**config.mk**
```make
export PLATFORM = sky130hd
export DESIGN_NAME = shifter_operand_unit
export DESIGN_NICKNAME = d
export VERILOG_FILES = /design/src/rtl/shifter_operand_unit.sv
export SDC_FILE = /design/constraint.sdc
export NUM_CORES = 1
export LEC_CHECK = 0
export ABC_AREA = 0
export CORE_MARGIN = 3
export CORE_UTILIZATION = 50
export DETAILED_ROUTE_END_ITERATION = 10
export PLACE_DENSITY = 0.8
export SETUP_SLACK_MARGIN = 0.5
export SLEW_MARGIN = 10
export SYNTH_ARGS = -nofsm -noshare
export SYNTH_HDL_FRONTEND = slang
export SYNTH_SLANG_ARGS = --single-unit
```
**constraint.sdc**
```tcl
create_clock -name clk -period 4.9 [get_ports clk]
set_input_delay 0.735 -clock clk [delete_from_list [all_inputs] [get_ports clk]]
set_output_delay 0.735 -clock clk [all_outputs]
set_load 0.02 [all_outputs]
```
**src/rtl/shifter_operand_unit.sv**
```systemverilog
// Iterative ARM operand-2 / shifter carry-out generator behind a valid/ready handshake.
// Defining SHIFTER_BUSY_CNT_EN adds the busy_cycles output counting cycles spent in SHIFT.
module shifter_operand_unit #(
  parameter int STEP  = 8,
  parameter int CNT_W = 32
) (
  input  logic             clk,
  input  logic             rst,
  input  logic             in_valid,
  output logic             in_ready,
  input  logic             imm,
  input  logic             reg_shift,
  input  logic [11:0]      shift_operand,
  input  logic             mem_R_en,
  input  logic             mem_W_en,
  input  logic [31:0]      val_rm,
  input  logic [31:0]      val_rs,
  input  logic             carry_in,
  output logic             out_valid,
  input  logic             out_ready,
  output logic [31:0]      val2,
  output logic             carry_out
`ifdef SHIFTER_BUSY_CNT_EN
  ,
  output logic [CNT_W-1:0] busy_cycles
`endif
);
  localparam logic [1:0] IDLE  = 2'd0;
  localparam logic [1:0] SHIFT = 2'd1;
  localparam logic [1:0] DONE  = 2'd2;

  localparam logic [1:0] SH_LSL = 2'd0;
  localparam logic [1:0] SH_LSR = 2'd1;
  localparam logic [1:0] SH_ASR = 2'd2;
  localparam logic [1:0] SH_ROR = 2'd3;

  localparam logic [5:0] STEP_AMT = 6'(STEP);

  logic [1:0]  state;
  logic [1:0]  kind;
  logic [5:0]  rem;
  logic [31:0] data;
  logic        carry;

  logic [31:0] dec_data;
  logic        dec_carry;
  logic [5:0]  dec_rem;
  logic [1:0]  dec_kind;
  logic [7:0]  amt_n;
  logic [5:0]  amt;
  logic [32:0] step_res;
  logic        unused_rs_hi;

  assign unused_rs_hi = ^val_rs[31:8];

  // One shifter step by s positions; returns {carry, data}. s == 0 passes through.
  function automatic logic [32:0] shift_step(input logic [1:0] k, input logic [31:0] d,
                                             input logic c, input logic [5:0] s);
    logic        [32:0] t;
    logic signed [32:0] sx;
    logic        [31:0] r;
    logic        [32:0] res;
    res = {c, d};
    if (s != 6'd0) begin
      case (k)
        SH_LSL: res = {1'b0, d} << s;
        SH_LSR: begin
          t   = {d, 1'b0} >> s;
          res = {t[0], t[32:1]};
        end
        SH_ASR: begin
          sx  = {d, 1'b0};
          t   = sx >>> s;
          res = {t[0], t[32:1]};
        end
        default: begin
          r   = (d >> s) | (d << (6'd32 - s));
          res = {r[31], r};
        end
      endcase
    end
    return res;
  endfunction

  // Resolved forms load their final value with a zero count; the others load the shift count.
  always_comb begin
    dec_data  = val_rm;
    dec_carry = carry_in;
    dec_rem   = 6'd0;
    dec_kind  = shift_operand[6:5];
    amt_n     = reg_shift ? val_rs[7:0] : {3'd0, shift_operand[11:7]};
    if (mem_R_en | mem_W_en) begin
      dec_data = {20'd0, shift_operand};
    end else if (imm) begin
      dec_data = {24'd0, shift_operand[7:0]};
      dec_kind = SH_ROR;
      dec_rem  = {1'b0, shift_operand[11:8], 1'b0};
    end else if (amt_n == 8'd0) begin
      if (!reg_shift) begin
        case (shift_operand[6:5])
          SH_LSR, SH_ASR: dec_rem = 6'd32;
          SH_ROR: begin
            dec_data  = {carry_in, val_rm[31:1]};
            dec_carry = val_rm[0];
          end
          default: ;
        endcase
      end
    end else begin
      case (shift_operand[6:5])
        SH_LSL, SH_LSR: dec_rem = (amt_n > 8'd33) ? 6'd33 : amt_n[5:0];
        SH_ASR:         dec_rem = (amt_n > 8'd32) ? 6'd32 : amt_n[5:0];
        default: begin
          if (amt_n[4:0] == 5'd0) dec_carry = val_rm[31];
          else                    dec_rem   = {1'b0, amt_n[4:0]};
        end
      endcase
    end
  end

  assign amt       = (rem < STEP_AMT) ? rem : STEP_AMT;
  assign step_res  = shift_step(kind, data, carry, amt);
  assign in_ready  = (state == IDLE);
  assign out_valid = (state == DONE);

  always_ff @(posedge clk or posedge rst) begin
    if (rst) begin
      state     <= IDLE;
      kind      <= SH_LSL;
      rem       <= 6'd0;
      val2      <= 32'd0;
      carry_out <= 1'b0;
    end else begin
      case (state)
        IDLE: if (in_valid) begin
          state <= SHIFT;
          rem   <= dec_rem;
          kind  <= dec_kind;
        end
        SHIFT: begin
          rem <= rem - amt;
          if (rem == amt) begin
            state     <= DONE;
            val2      <= step_res[31:0];
            carry_out <= step_res[32];
          end
        end
        DONE: if (out_ready) state <= IDLE;
        default: state <= IDLE;
      endcase
    end
  end

  always_ff @(posedge clk) begin
    if (state == IDLE && in_valid) begin
      data  <= dec_data;
      carry <= dec_carry;
    end else if (state == SHIFT) begin
      data  <= step_res[31:0];
      carry <= step_res[32];
    end
  end

`ifdef SHIFTER_BUSY_CNT_EN
  always_ff @(posedge clk or posedge rst) begin
    if (rst)                 busy_cycles <= '0;
    else if (state == SHIFT) busy_cycles <= busy_cycles + CNT_W'(1);
  end
`endif

endmodule
```
==> impl_metrics.tcl, run 1 <==
set metrics [dict create \
    synth_fp_nets 1056 \
    root_buffer "clkbuf_16" \
    routed-via-count 8594 \
    num_rows 44 \
    gr-total-overflow 0 \
    ios 120 \
    drt_wl_total_mm 31.5 \
    r2r-start "rem[0]" \
    grt_max_degree 63 \
    critPathKind "reg -> reg" \
    cp-start-kind "flop" \
    ant_nets 0 \
    drv_cap 0 \
    synth_area_um2 7760 \
    syn2layout_area_growth_pct 17.4 \
    grt_antenna_before_repair 0 \
    grt_pass1_wl_mm 48.1 \
    max-vdd-ir-drop_mv 0.722 \
    r2r_slack_ns 0.98 \
    die_area_um2 17000 \
    ys_ff_latch 76 \
    port_buffers 95 \
    max-clock-path-buffers 2 \
    wl_per_cell_um 26.5 \
    die_x_um 131 \
    reg2reg_to "data[29]" \
    postCtsSetupRepairBufs 0 \
    crit_arrival_ns 3.95 \
    grt_pass1_vias 8251 \
    cts.sinks 76 \
    cts_made_buffers 9 \
    ys_seq_area_share_pct 26.6 \
    diodes 0 \
    power_density_nw_per_um2 812 \
    nets 1095 \
    grt_usage_pct 36.8 \
    viasPerCell 7.21 \
    setup_viol 0 \
    placed_cells 1176 \
    avgSynthCellArea_um2 8.05 \
    stdcell_count 1192 \
    fp.coreArea_um2 14900 \
    post-route-min-period_ns 3.92 \
    hold_class "reg -> reg" \
    r2r_cells 10 \
    cts_htree_levels 3 \
    post-route-util_pct 61.3 \
    slew_violations 0 \
    final_common_cell "nand2_1" \
    drcViolationCount 0 \
    crit_fanout 19 \
    dp_hpwl_mm 21.8 \
    slew-limit-headroom_pct 20.3 \
    tns_ns 0 \
    clock.fmax_mhz 255 \
    synth_edf_count 33 \
    rsz0062_at_grt "false" \
    place_congestion 1.03 \
    whs_path_depth 2 \
    ys_types 70 \
    die_y_um 131 \
    start_util_pct 52.2 \
    drt-initial-drc-count 1483 \
    tightestPinTransition_ns 1.19 \
    final_cell_mix "127 x nand2_1, 95 x mux2i_1, 95 x clkdlybuf4s50_1, 79 x o21ai_0, 77 x nor2_1" \
    holdPathEnd "val2[14]" \
    clk_pin_slew_worst_paths_ns 0.06 \
    cts_tree "built" \
    leakagePower_nw 3.62 \
    finalHoldViolations 0 \
    synthArstFlopShare_pct 56.6 \
    synth_cells 964 \
    yosys_warnings 0 \
    cp-end-kind "flop" \
    period_share_pct 80.0 \
    drive_gt1_share_pct 10.2 \
    p_total_mw 7.40 \
    fillers 1332 \
    synth_flop_cell "dfrtp_1" \
    cts_resized 0 \
    dr.pass1.iters 6 \
    holdWs_ns 0.492 \
    hold_buffers 0 \
    hp-start "val2[14]" \
    outcome "complete, no violations" \
    cp.required_ns 4.93 \
    worst_clock_skew_ns 0.00555 \
    clock_latency_ns 0.34 \
]
worst max-delay path by stage:
stage,endpoint,cells past startpoint,from,slack [ns]
floorplan,data[25],14,rem[5],1.45
global placement,data[11],6,reg_shift,1.13
detailed placement,data[11],6,reg_shift,1.05
CTS,data[29],10,rem[0],1.25
global route,data[29],10,rem[0],0.91
finish,data[29],10,rem[0],0.98
power by group:
group	total (mW)	switching (mW)	internal (mW)
combinational	4.95	3.11	1.84
sequential	1.78	0.651	1.13
clock	0.667	0.275	0.391
total	7.40	4.04	3.36
Yosys cell counts, types with 14 or more instances:
master	n	share of area, %
nand3_1	14	0.90
a211oi_1	16	1.5
nand2_1	128	6.2
edfxtp_1	33	13
o211ai_1	14	1.4
a21oi_1	68	4.4
o21ai_0	79	5.1
mux2_2	19	2.8
mux2i_1	95	12
dfrtp_1	43	14
o22ai_1	28	2.3
a31oi_1	14	1.1
clkbuf_1	67	3.2
buf_2	21	1.4
nor2_1	77	3.7
nor3_1	26	1.7
mux4_2	17	4.9
critical path: stages, from the launching register on:
cell and delay (ns):
dfrtp_1 0.63, nor4b_4 0.27, inv_2 0.09, ha_1 0.17, buf_4 0.29, nand2_1 0.54
buf_4 0.42, nor2_1 0.16, a211oi_1 0.07, a311oi_1 0.76, o22ai_1 0.22
per-layer routing:
| layer | vias to the layer above | global-route usage [%] | wire, um |
|---|---|---|---|
| met4 | 0 | 16.4 | 1520 |
| li1 | 3745 | - | - |
| met5 | - | 0 | 0 |
| met1 | 3972 | 52.0 | 12600 |
| met2 | 725 | 51.6 | 13000 |
| met3 | 152 | 11.5 | 4490 |
kinds of logic (layout without fill, tap and decap cells):
kind of cell / Yosys count / count (layout) / synth area share [%]
AND/OR/NAND/NOR: 311 / 311 / 18.5
AO/OA/AOI/OAI: 324 / 324 / 27.4
buffers and inverters: 112 / 156 / 5.82
multiplexers: 132 / 132 / 20.3
other: 1 / 1 / 0.0483
adder cells (fa/ha/maj): 7 / 7 / 1.13
XOR/XNOR: 1 / 1 / 0.113
flip-flops: 76 / 76 / 26.6
registers in the layout, indices dropped and copies added (netlist names):
name and flops:
carry 1, carry_out 1, data 32, kind 2, rem 6, state 2
val2 32
through the flow:
stage | setup WS [ns] | cell area [um^2]
after floorplan | 1.45 | 7760
after global placement | 1.13 | 8800
after detailed placement | 1.05 | 8800
after CTS | 1.25 | 9110
after global routing | 0.907 | 9110
final | 0.982 | 9110
final cells by class:
cell class                 count  area (um^2)  area share [%]
timing repair buffer         127         1200            13.2
multi-input combinational    776         5250            57.7
tap                          184          230            2.53
inverter                      13         48.8           0.536
clock inverter                 5         40.0           0.440
sequential                    76         2070            22.7
clock buffer                  11          264            2.90
(Power assumes the default switching activity.)
==> inputs of run 2 (changes only) <==
- PLACE_DENSITY: 0.8 -> 0.83
- clock period: 4.9 -> 3.3 ns (I/O delays scaled with it)
==> impl_metrics.tcl, run 2 (synthesized netlist as in run 1, its figures left out) <==
set metrics [dict create \
    final_cell_mix "125 x nand2_1, 95 x clkdlybuf4s50_1, 88 x mux2i_1, 81 x buf_4, 73 x nor2_1" \
    drcViolationCount 0 \
    slew_violations 0 \
    power_density_nw_per_um2 1210 \
    root_buffer "clkbuf_16" \
    grt_max_degree 49 \
    num_rows 44 \
    cp-start-kind "flop" \
    slew-limit-headroom_pct 29.8 \
    max-clock-path-buffers 2 \
    period_share_pct 87.9 \
    setup_viol 0 \
    worst_slack_ns 0.400 \
    gr-total-overflow 0 \
    nets 1164 \
    viasPerCell 7.46 \
    critPathKind "reg -> reg" \
    final_common_cell "nand2_1" \
    ant_nets 0 \
    rsz0062_at_grt "true" \
    wl_per_cell_um 27.0 \
    hold_class "reg -> reg" \
    clock.fmax_mhz 345 \
    grt_antenna_before_repair 1 \
    tns_ns 0 \
    die_area_um2 17000 \
    clock_latency_ns 0.34 \
    cts_made_buffers 9 \
    cts_tree "built" \
    finalHoldViolations 0 \
    start_util_pct 52.2 \
    fillers 1186 \
    cts_htree_levels 3 \
    syn2layout_area_growth_pct 32.1 \
    leakagePower_nw 4.13 \
    crit_fanout 6 \
    drive_gt1_share_pct 21.7 \
    hold_buffers 0 \
    clk_pin_slew_worst_paths_ns 0.06 \
    diodes 0 \
    cp.required_ns 3.37 \
    grt_pass1_vias 8764 \
    drv_cap 0 \
    drt_wl_total_mm 34.1 \
    drt-initial-drc-count 1869 \
    dr.pass1.iters 7 \
    cts.sinks 76 \
    reg_top3 "data x32, val2 x32, rem x6" \
    dp_hpwl_mm 23.1 \
    place_congestion 1.07 \
    outcome "complete, no violations" \
    port_buffers 95 \
    ios 120 \
    die_y_um 131 \
    post-route-min-period_ns 2.90 \
    worst_clock_skew_ns 0.00992 \
    tightestPinTransition_ns 1.05 \
    dp_slack_ns 0.142 \
    grt_pass1_wl_mm 50.4 \
    max-vdd-ir-drop_mv 0.874 \
    crit_arrival_ns 2.97 \
    cp-end-kind "flop" \
    routed-via-count 9410 \
    die_x_um 131 \
    grt_usage_pct 38.5 \
    fp.coreArea_um2 14900 \
]
run 2: cell count changes in the layout (fill, tap and decap cells not counted), sizes merged:
cell      change
clkinv        -1
buf          +63
xnor2         +1
clkinvlp      +1
inv           +2
bufbuf        +3
run 2: cell type report:
| class | count | area, um^2 | area share (%) |
|---|---|---|---|
| multi-input cells | 777 | 5660 | 55.3 |
| well taps | 184 | 230 | 2.25 |
| flip-flops and latches | 76 | 2070 | 20.2 |
| clock buffers | 9 | 225 | 2.20 |
| repair buffers | 195 | 1950 | 19.0 |
| clock inverters | 7 | 57.6 | 0.562 |
| inverters | 13 | 53.8 | 0.525 |
run 2: power breakdown:
part | internal [mW] | switching (mW) | leakage, nW | total, mW
clock network | 0.521 | 0.422 | 0.135 | 0.944
logic | 3.57 | 5.29 | 3.13 | 8.86
registers | 1.68 | 0.913 | 0.859 | 2.59
total | 5.77 | 6.63 | 4.13 | 12.4
run 2: what timing repair did:
item,4_1_cts,5_1_grt
pin swaps,3,24
gates resized for setup,16,73
endpoints found under the setup margin,32,52
setup buffers,8,18
gates cloned,3,3
run 2: critical path, cell delays in order, from the launching register on:
cell and delay (ns):
dfrtp_2 0.45, or4b_2 0.87, xnor2_4 0.33, buf_4 0.17, nand3_1 0.14, o211ai_1 0.14
o21ai_1 0.11, nor3_1 0.17, buf_4 0.18, o32ai_1 0.08
run 2: final timing paths:
path | from | end | slack (ns) | depth (start not counted)
max in group asynchronous | rst | rem[5] | 1.97 | 3
hold reg to reg | val2[0] | val2[0] | 0.48 | 2
setup reg to reg | rem[5] | data[30] | 0.40 | 9
hold / removal | val2[0] | val2[0] | 0.48 | 2
min in group asynchronous | rst | val2[16] | 0.59 | 2
setup / recovery | rem[5] | data[30] | 0.40 | 9
run 2: through the flow:
stage                     cell area (um^2)  utilization, %  hold slack (ns)  instances  total power, mW
after floorplan                       7910               -            0.566        964             7.05
after global placement                9210            61.9            0.466       1213             10.0
after detailed placement              9210            61.9            0.473       1213             10.1
after CTS                             9710            65.3            0.485       1240             11.2
after global routing                 10200            68.9            0.516       1261             12.8
final                                10200            68.9            0.483       1261             12.4
run 2: per-layer routing:
metal	part of all wire (%)	vias up	global-route usage, %	routed length, um
li1	-	3898	-	-
met2	41	922	56.3	13800
met5	0.059	-	0	20
met3	15	244	11.9	5240
met4	7.1	2	17.8	2420
met1	37	4344	52.2	12500
